===== src/rtl/systolic_feeder.sv =====
// ---------------------------------------------------------------------------
// systolic_feeder
//
// Feeds the west (A) and north (B) edges of an N x N systolic MAC array.
// The host fills two N x N element buffers through a simple write port while
// the block is idle. A start pulse then streams 3N-2 skewed steps. At step t:
//   - A lane i carries A[i][t-i] for i <= t < i+N.
//   - B lane j carries B[t-j][j] for j <= t < j+N.
// As a result, PE(i,j) sees A[i][k] and B[k][j] on the same cycle.
// After the last step a single DONE cycle pulses `done`.
//
// Ports
//   clk      in   rising-edge clock
//   reset    in   synchronous, active-high; clears state, outputs and buffers
//   wr_en    in   buffer write strobe (honoured in IDLE only)
//   wr_sel   in   0 = A buffer, 1 = B buffer
//   wr_row   in   row index of the write
//   wr_col   in   column index of the write
//   wr_data  in   element value
//   start    in   begin a stream
//   busy     out  high while a stream step is on the outputs
//   done     out  one-cycle pulse after the last stream step
//   a_data   out  N lanes of WIDTH bits; lane i feeds array row i
//   a_valid  out  per-lane qualifier for a_data
//   b_data   out  N lanes of WIDTH bits; lane j feeds array column j
//   b_valid  out  per-lane qualifier for b_data
// ---------------------------------------------------------------------------
module systolic_feeder #(
  parameter int WIDTH = 8,
  parameter int N     = 4,
  localparam int IW   = (N > 1) ? $clog2(N) : 1
) (
  input  logic                 clk,
  input  logic                 reset,
  input  logic                 wr_en,
  input  logic                 wr_sel,
  input  logic [IW-1:0]        wr_row,
  input  logic [IW-1:0]        wr_col,
  input  logic [WIDTH-1:0]     wr_data,
  input  logic                 start,
  output logic                 busy,
  output logic                 done,
  output logic [N*WIDTH-1:0]   a_data,
  output logic [N-1:0]         a_valid,
  output logic [N*WIDTH-1:0]   b_data,
  output logic [N-1:0]         b_valid
);

  // The step counter must hold values up to 3N-3.
  localparam int CW = $clog2(3*N - 1) > 0 ? $clog2(3*N - 1) : 1;
  localparam logic [CW-1:0] LAST_STEP = CW'(3*N - 3);

  typedef enum logic [1:0] {
    ST_IDLE   = 2'd0,
    ST_STREAM = 2'd1,
    ST_DONE   = 2'd2
  } state_t;

  state_t state_q, state_d;
  logic [CW-1:0] step_q, step_d;

  // stream_d: the step in step_d is presented on the outputs after this edge.
  logic stream_d;

  logic busy_q, busy_d;
  logic done_q, done_d;
  logic [N*WIDTH-1:0] a_data_q, a_data_d;
  logic [N*WIDTH-1:0] b_data_q, b_data_d;
  logic [N-1:0]       a_valid_q, a_valid_d;
  logic [N-1:0]       b_valid_q, b_valid_d;

  // Element buffers: [row][col].
  logic [WIDTH-1:0] a_mem_q [N][N];
  logic [WIDTH-1:0] b_mem_q [N][N];

  // -------------------------------------------------------------------------
  // Load port. Writes land only in IDLE, only when no start is taken on the
  // same edge, and only for in-range indices. This keeps the buffers frozen
  // for the whole stream.
  // -------------------------------------------------------------------------
  logic wr_accept;
  assign wr_accept = (state_q == ST_IDLE) && wr_en && !start &&
                     (int'(wr_row) < N) && (int'(wr_col) < N);

  always_ff @(posedge clk) begin
    if (reset) begin
      for (int r = 0; r < N; r++) begin
        for (int c = 0; c < N; c++) begin
          a_mem_q[r][c] <= '0;
          b_mem_q[r][c] <= '0;
        end
      end
    end else if (wr_accept) begin
      if (wr_sel) begin
        b_mem_q[wr_row][wr_col] <= wr_data;
      end else begin
        a_mem_q[wr_row][wr_col] <= wr_data;
      end
    end
  end

  // -------------------------------------------------------------------------
  // Sequencer. Outputs are registered, so the next-state logic computes
  // the step that appears after the coming edge and builds lane data for
  // that step.
  // A new start is accepted on the edge that closes the DONE cycle. This
  // lets back-to-back streams run with a single DONE cycle between them.
  // -------------------------------------------------------------------------
  always_comb begin
    state_d  = state_q;
    step_d   = step_q;
    stream_d = 1'b0;
    done_d   = 1'b0;
    case (state_q)
      ST_IDLE: begin
        if (start) begin
          state_d  = ST_STREAM;
          step_d   = '0;
          stream_d = 1'b1;
        end
      end
      ST_STREAM: begin
        if (step_q == LAST_STEP) begin
          state_d = ST_DONE;
          step_d  = '0;
          done_d  = 1'b1;
        end else begin
          step_d   = step_q + 1'b1;
          stream_d = 1'b1;
        end
      end
      ST_DONE: begin
        if (start) begin
          state_d  = ST_STREAM;
          step_d   = '0;
          stream_d = 1'b1;
        end else begin
          state_d = ST_IDLE;
        end
      end
      default: begin
        state_d = ST_IDLE;
        step_d  = '0;
      end
    endcase
    busy_d = stream_d;
  end

  // -------------------------------------------------------------------------
  // Per-lane skew. Lane g is active in the window g <= step < g+N. Inside
  // that window, (step - g) is the position along the row (A) or column (B).
  // -------------------------------------------------------------------------
  logic [N-1:0]  a_win, b_win;
  logic [IW-1:0] a_idx [N];
  logic [IW-1:0] b_idx [N];

  for (genvar gi = 0; gi < N; gi++) begin : g_lane
    assign a_win[gi] = stream_d && (step_d >= CW'(gi)) && (step_d < CW'(gi + N));
    assign b_win[gi] = a_win[gi];
    assign a_idx[gi] = IW'(step_d - CW'(gi));
    assign b_idx[gi] = IW'(step_d - CW'(gi));

    assign a_valid_d[gi] = a_win[gi];
    assign b_valid_d[gi] = b_win[gi];
    assign a_data_d[gi*WIDTH +: WIDTH] = a_win[gi] ? a_mem_q[gi][a_idx[gi]] : '0;
    assign b_data_d[gi*WIDTH +: WIDTH] = b_win[gi] ? b_mem_q[b_idx[gi]][gi] : '0;
  end

  always_ff @(posedge clk) begin
    if (reset) begin
      state_q   <= ST_IDLE;
      step_q    <= '0;
      busy_q    <= 1'b0;
      done_q    <= 1'b0;
      a_data_q  <= '0;
      a_valid_q <= '0;
      b_data_q  <= '0;
      b_valid_q <= '0;
    end else begin
      state_q   <= state_d;
      step_q    <= step_d;
      busy_q    <= busy_d;
      done_q    <= done_d;
      a_data_q  <= a_data_d;
      a_valid_q <= a_valid_d;
      b_data_q  <= b_data_d;
      b_valid_q <= b_valid_d;
    end
  end

  assign busy    = busy_q;
  assign done    = done_q;
  assign a_data  = a_data_q;
  assign a_valid = a_valid_q;
  assign b_data  = b_data_q;
  assign b_valid = b_valid_q;

endmodule


===== config.mk =====
export PLATFORM = sky130hd
export DESIGN_NAME = systolic_feeder
export DESIGN_NICKNAME = d
export VERILOG_FILES = /design/src/rtl/systolic_feeder.sv
export SDC_FILE = /design/constraint.sdc
export NUM_CORES = 1
export LEC_CHECK = 0
export CAP_MARGIN = 10
export CORE_MARGIN = 5
export CORE_UTILIZATION = 54
export DETAILED_ROUTE_END_ITERATION = 8
export GPL_ROUTABILITY_DRIVEN = 0
export HOLD_SLACK_MARGIN = 0.12
export PLACE_DENSITY = 0.77
export SLEW_MARGIN = 0
export SYNTH_ARGS = -nofsm -noshare
export SYNTH_HDL_FRONTEND = slang
export SYNTH_SLANG_ARGS = --single-unit

===== constraint.sdc =====
create_clock -name clk -period 3.5 [get_ports clk]
set_clock_uncertainty 0.2 [all_clocks]
set_input_delay 0.875 -clock clk [delete_from_list [all_inputs] [get_ports clk]]
set_output_delay 0.875 -clock clk [all_outputs]
set_load 0.1 [all_outputs]

# Word level (Yosys, flattened, before mapping)
# Memory sizes are Yosys's and may differ from the RTL's. A register that Yosys moved wholly into a read port is not among the register bits.
# Cells that the tools add are included.
# totals
regBits	44
mem_bits_rw	256
input_bits	17
output_inout_bits	74
elab_cells	107
n_memories	2
# classes
addsub	4
magnitude_cmp	14
n_eq_ne	5
mux	41
bitwise_logic	10
n_reduce_logical	22
# memory_table
name	depth	width	rd	rd_ports_with_merged_regs	wr	line_no	text
a_mem_q	4	32	4	0	4	73	logic [WIDTH-1:0] a_mem_q [N][N];
b_mem_q	4	32	4	4	4	74	logic [WIDTH-1:0] b_mem_q [N][N];
# op_table
operator	n
$mux 32	6
$mux 8	9
$bmux 8 s2	4
$reduce_or 32->1	2
$demux 8 s2	1
$lt 4x3->1 const B	4
$ge 3x3->1 const B	5
$not 2->3	5
$mux 1	12
$reduce_or 2->1	6
$logic_and 1x1->1	11
$ge 4x1->1 const B	2
$ge 4x2->1 const B	2
$mux 2	4
$mux 4	2
$pmux 4 s2	1
$pmux 2 s3	1
$not 1->1	5
$add 4x1->4 const B	1
$eq 4x4->1 const B	1
$ne 2x2->1 const B	2
$sub 2x2->2 const B	2
$lt 3x1->1 const B	1
$eq 2x1->1 const B	1
other kinds (6)	6

# Longest topological paths before layout
# Gate-level depths: netlist (run 1).
# depth
word_depth	8
depth_mapped	16

# Least setup slack after synthesis (run 1)
# Ideal clock, no wire load.
# synth_timing
path_type	reg-to-reg
from	reg step_q[1]
to	reg a_data_q[10] (netlist: a_data[10])
arrival_time_ns	3.146
required_time_ns	3.160
slack_ns	0.014
path_stages_with_launch	16
n_path_buf	6
cell_sequence	dfxtp_1 > buf_2 > clkbuf_1 > inv_1 > ha_1 > nand3b_1 > and2_1 > buf_4 > mux2i_4 > buf_2 > buf_2 > inv_1 > ha_1 > clkbuf_1 > mux4_2 > nor3b_2
# synth_via
elab_chain_cells	8
# synth_rtl
element	line_no	text
start: declaration	60	logic [CW-1:0] step_q, step_d;
start signal: assignment	181	step_q <= step_d;
$add 4x1->4 / $eq 4x4->1 (equally long branches)	128, 123	
$mux 4	123	if (step_q == LAST_STEP) begin
$pmux 4 s2	114	case (state_q)
$sub 2x1->2 / $ge 4x1->1 (equally long branches)	160, 158	
$not 2->3 (not written as such) / $logic_and 1x1->1 (equally long branches)	165, 158	
$bmux 8 s2 / $logic_and 1x1->1 (equally long branches)	165, 158	
$mux 8 (not written as such) / $not 1->1 (equally long branches)	n/a	
$mux 8 (not written as such) / $reduce_or 2->1 (equally long branches)	n/a	
end signal: assignment	184	a_data_q <= a_data_d;
end: declaration	67	logic [N*WIDTH-1:0] a_data_q, a_data_d;
# Several ways; a longest one is shown, not always the timed one. The select of a mux whose other input is x is not followed.
# A chain may end at the register's enable or synchronous reset.

==> results.sh, run 1 <==
export IMPL_status="complete, no violations"
export IMPL_r2r_end="a_data[23]"
export IMPL_grt_setup_unrepaired="no"
export IMPL_grt_pass1_wl_mm=52.2
export IMPL_synth_top_area_share_pct=52.7
export IMPL_drive_gt1_share_pct=24.0
export IMPL_ant_nets=0
export IMPL_cp_end_kind="register"
export IMPL_cp_data_arrival_time_ns=3.04
export IMPL_vias_per_cell=5.78
export IMPL_yosys_register_bits=332
export IMPL_maxSlewViolCount=0
export IMPL_fin_nets=1261
export IMPL_ys_top_cells_by_count="and2_1, edfxtp_1, dfxtp_1, clkbuf_1"
export IMPL_ios=91
export IMPL_post_dp_hpwl_mm=20.8
export IMPL_max_freq_mhz=331
export IMPL_yosys_warnings=0
export IMPL_cts_hold_buf=0
export IMPL_synth_nets=1123
export IMPL_synth_area_top_cells="edfxtp_1, and2_1, dfxtp_1"
export IMPL_final_hold_viol_count=0
export IMPL_required_ns=3.52
export IMPL_placed_area_sq_um=16200
export IMPL_tightest_slew_ns=0.724
export IMPL_htree_levels=2
export IMPL_max_cap_violations=0
export IMPL_period_needed_ns=3.02
export IMPL_synth_distinct_cells=44
export IMPL_netlist_area_sq_um=14600
export IMPL_whs_endpoint="state_q[1]"
export IMPL_synth_edf_count=256
export IMPL_drcViolationCount=0
export IMPL_antenna_found_initial=0
export IMPL_r2r_setup_slack_ns=0.61
export IMPL_hold_path_depth=2
export IMPL_setup_violations=0
export IMPL_first_iter_violations=775
export IMPL_grt_ovfl_total=0
export IMPL_cts_buffers=35
export IMPL_die_area_sq_um=30400
export IMPL_yosysMostFrequentCell="and2_1"
export IMPL_reg2reg_from="state_q[1]"
export IMPL_fin_crit_sh_pct=86.3
export IMPL_cts_tree="done"
export IMPL_grtUsageTotal_pct=21.8
export IMPL_synth_top_area_cell="edfxtp_1"
export IMPL_grt_max_degree=71
export IMPL_ir_drop_mv=0.342
export IMPL_utilization_pct=64.4
export IMPL_finalSetupTns_ns=0
export IMPL_cts_setup_buffers=0
export IMPL_portBuffers=90
export IMPL_routedWlPerCell_microns=20.8
export IMPL_p_per_area_nw_per_um2=542
export IMPL_clock_latency_ns=0.51
export IMPL_core_area_sq_um=26800
export IMPL_rows=60
export IMPL_critical_path_max_fanout=8
export IMPL_hold_class="register to register"
export IMPL_clk_transition_reported_paths_ns=0.06
export IMPL_design_area_sq_um=17300
export IMPL_cts_buffer_depth=3
export IMPL_clock_sinks=332
export IMPL_synthCells=1101
export IMPL_antenna_cells=0
export IMPL_p_leak_nw=6.55
export IMPL_initial_core_util_pct=54.4
export IMPL_synthArstFlopShare_pct=0
export IMPL_grt_pass1_vias=9351
export IMPL_wl_mm=33.3
export IMPL_seq_area_frac_synth_pct=63.1
export IMPL_finalPower_mw=9.35
export IMPL_die_w_microns=174
export IMPL_ctsResizeCount=0
export IMPL_crit_path_start_kind="primary input"
export IMPL_die_height_microns=174
export IMPL_first_pass_iters=5
export IMPL_r2r_cells=8
export IMPL_cts_root_buffer="clkbuf_16"
export IMPL_path_class="primary input to register"
export IMPL_min_from="step_q[3]"
export IMPL_relSlewSlack_pct=51.6
export IMPL_synth_ff_type="edfxtp_1"
export IMPL_vias=9284
export IMPL_area_growth_pct=18.4
export IMPL_avgSynthCellArea_sq_um=13.2
## logic make-up (layout without fill, tap and decap cells)
logic type | Yosys count | in the layout | synth area share (%)
fa+ha+maj | 5 | 5 | 0.429
flops | 332 | 332 | 63.1
compound gates | 206 | 206 | 9.72
buf+inv | 128 | 291 | 3.67
mux | 34 | 34 | 5.25
simple gates | 396 | 396 | 17.8
## power breakdown
part,total [mW],internal (mW),switching (mW)
registers,4.43,4.38,0.0563
logic,1.35,0.436,0.912
clock network,3.57,2.13,1.44
total,9.35,6.94,2.41
## per-stage QoR
step                setup slack (ns)  cells  hold WS (ns)
detailed placement           -0.0153   1543         0.356
finish                         0.479   1605         0.369
floorplan                     0.0143   1101         0.304
CTS                            0.489   1605         0.361
global placement              0.0314   1543         0.335
global route                   0.363   1605         0.416
## worst max-delay path, stage by stage
cell and delay (ns):
clkdlybuf4s50_1 0.51, or4b_4 0.61, nor3_2 0.28, nand3_1 0.12, buf_4 0.19, o21ai_0 0.22
buf_4 0.23
## final cells by class
cell class              count  area, sq um
inverters                  41          154
repair buffers            188         1510
clock buffers              52         1040
fillers                  1928         9540
clock inverters            10         72.6
flip-flops and latches    332         9210
well taps                 341          427
multi-input cells         641         4850
## layer usage
metal	track usage [%]	wire length, microns	up-vias
met4	6.07	780	0
li1	-	-	4308
met1	29.6	13900	4571
met2	36.4	16300	342
met3	4.24	2350	63
met5	0	0	-
## worst max path at each step
stage,from,endpoint,slack (ns),cells after the start
floorplan,step_q[1],a_data[10],0.01,15
global placement,start,a_mem_q[3][1],0.03,7
CTS,start,a_mem_q[3][3],0.49,7
finish,start,a_mem_q[3][3],0.48,7
global route,start,a_mem_q[3][2],0.36,7
detailed placement,start,a_mem_q[3][3],-0.02,7
## state kept, by name (all words and copies together), names as in the netlist
register / flops
b_mem_q: 128
a_data: 32
b_valid: 4
b_data: 32
state_q: 2
a_mem_q: 128
done: 1
busy: 1
step_q: 4
## layout by cell type (no fill, tap or decap), types with 2 or more instances in the layout
cell and count:
a221oi_1 64, nand3_1 3, nand2_1 8, o2bb2ai_1 32
clkdlybuf4s50_1 16, or2_2 2, clkbuf_8 6, a21oi_1 37
ha_1 5, nand2b_1 3, buf_12 5, dfxtp_1 75
nor3_1 32, nor2_4 16, nand2_4 3, nor2_1 23
nor3b_1 5, clkbuf_1 9, clkinv_1 4, o21ai_0 64
and2_1 273, inv_1 41, mux4_2 32, nor2b_1 2
nor3b_2 16, clkbuf_16 37, and3_1 2, buf_4 167
edfxtp_1 256, clkinv_2 4, mux2i_4 2
Note: power is estimated with default switching activity, not from simulation.
==> run 2: changes to the inputs <==
SKIP_LAST_GASP = 1   (was not set)
==> results of run 2 <==
Same layout as run 1: the final DEF is identical, and so are final timing and power.
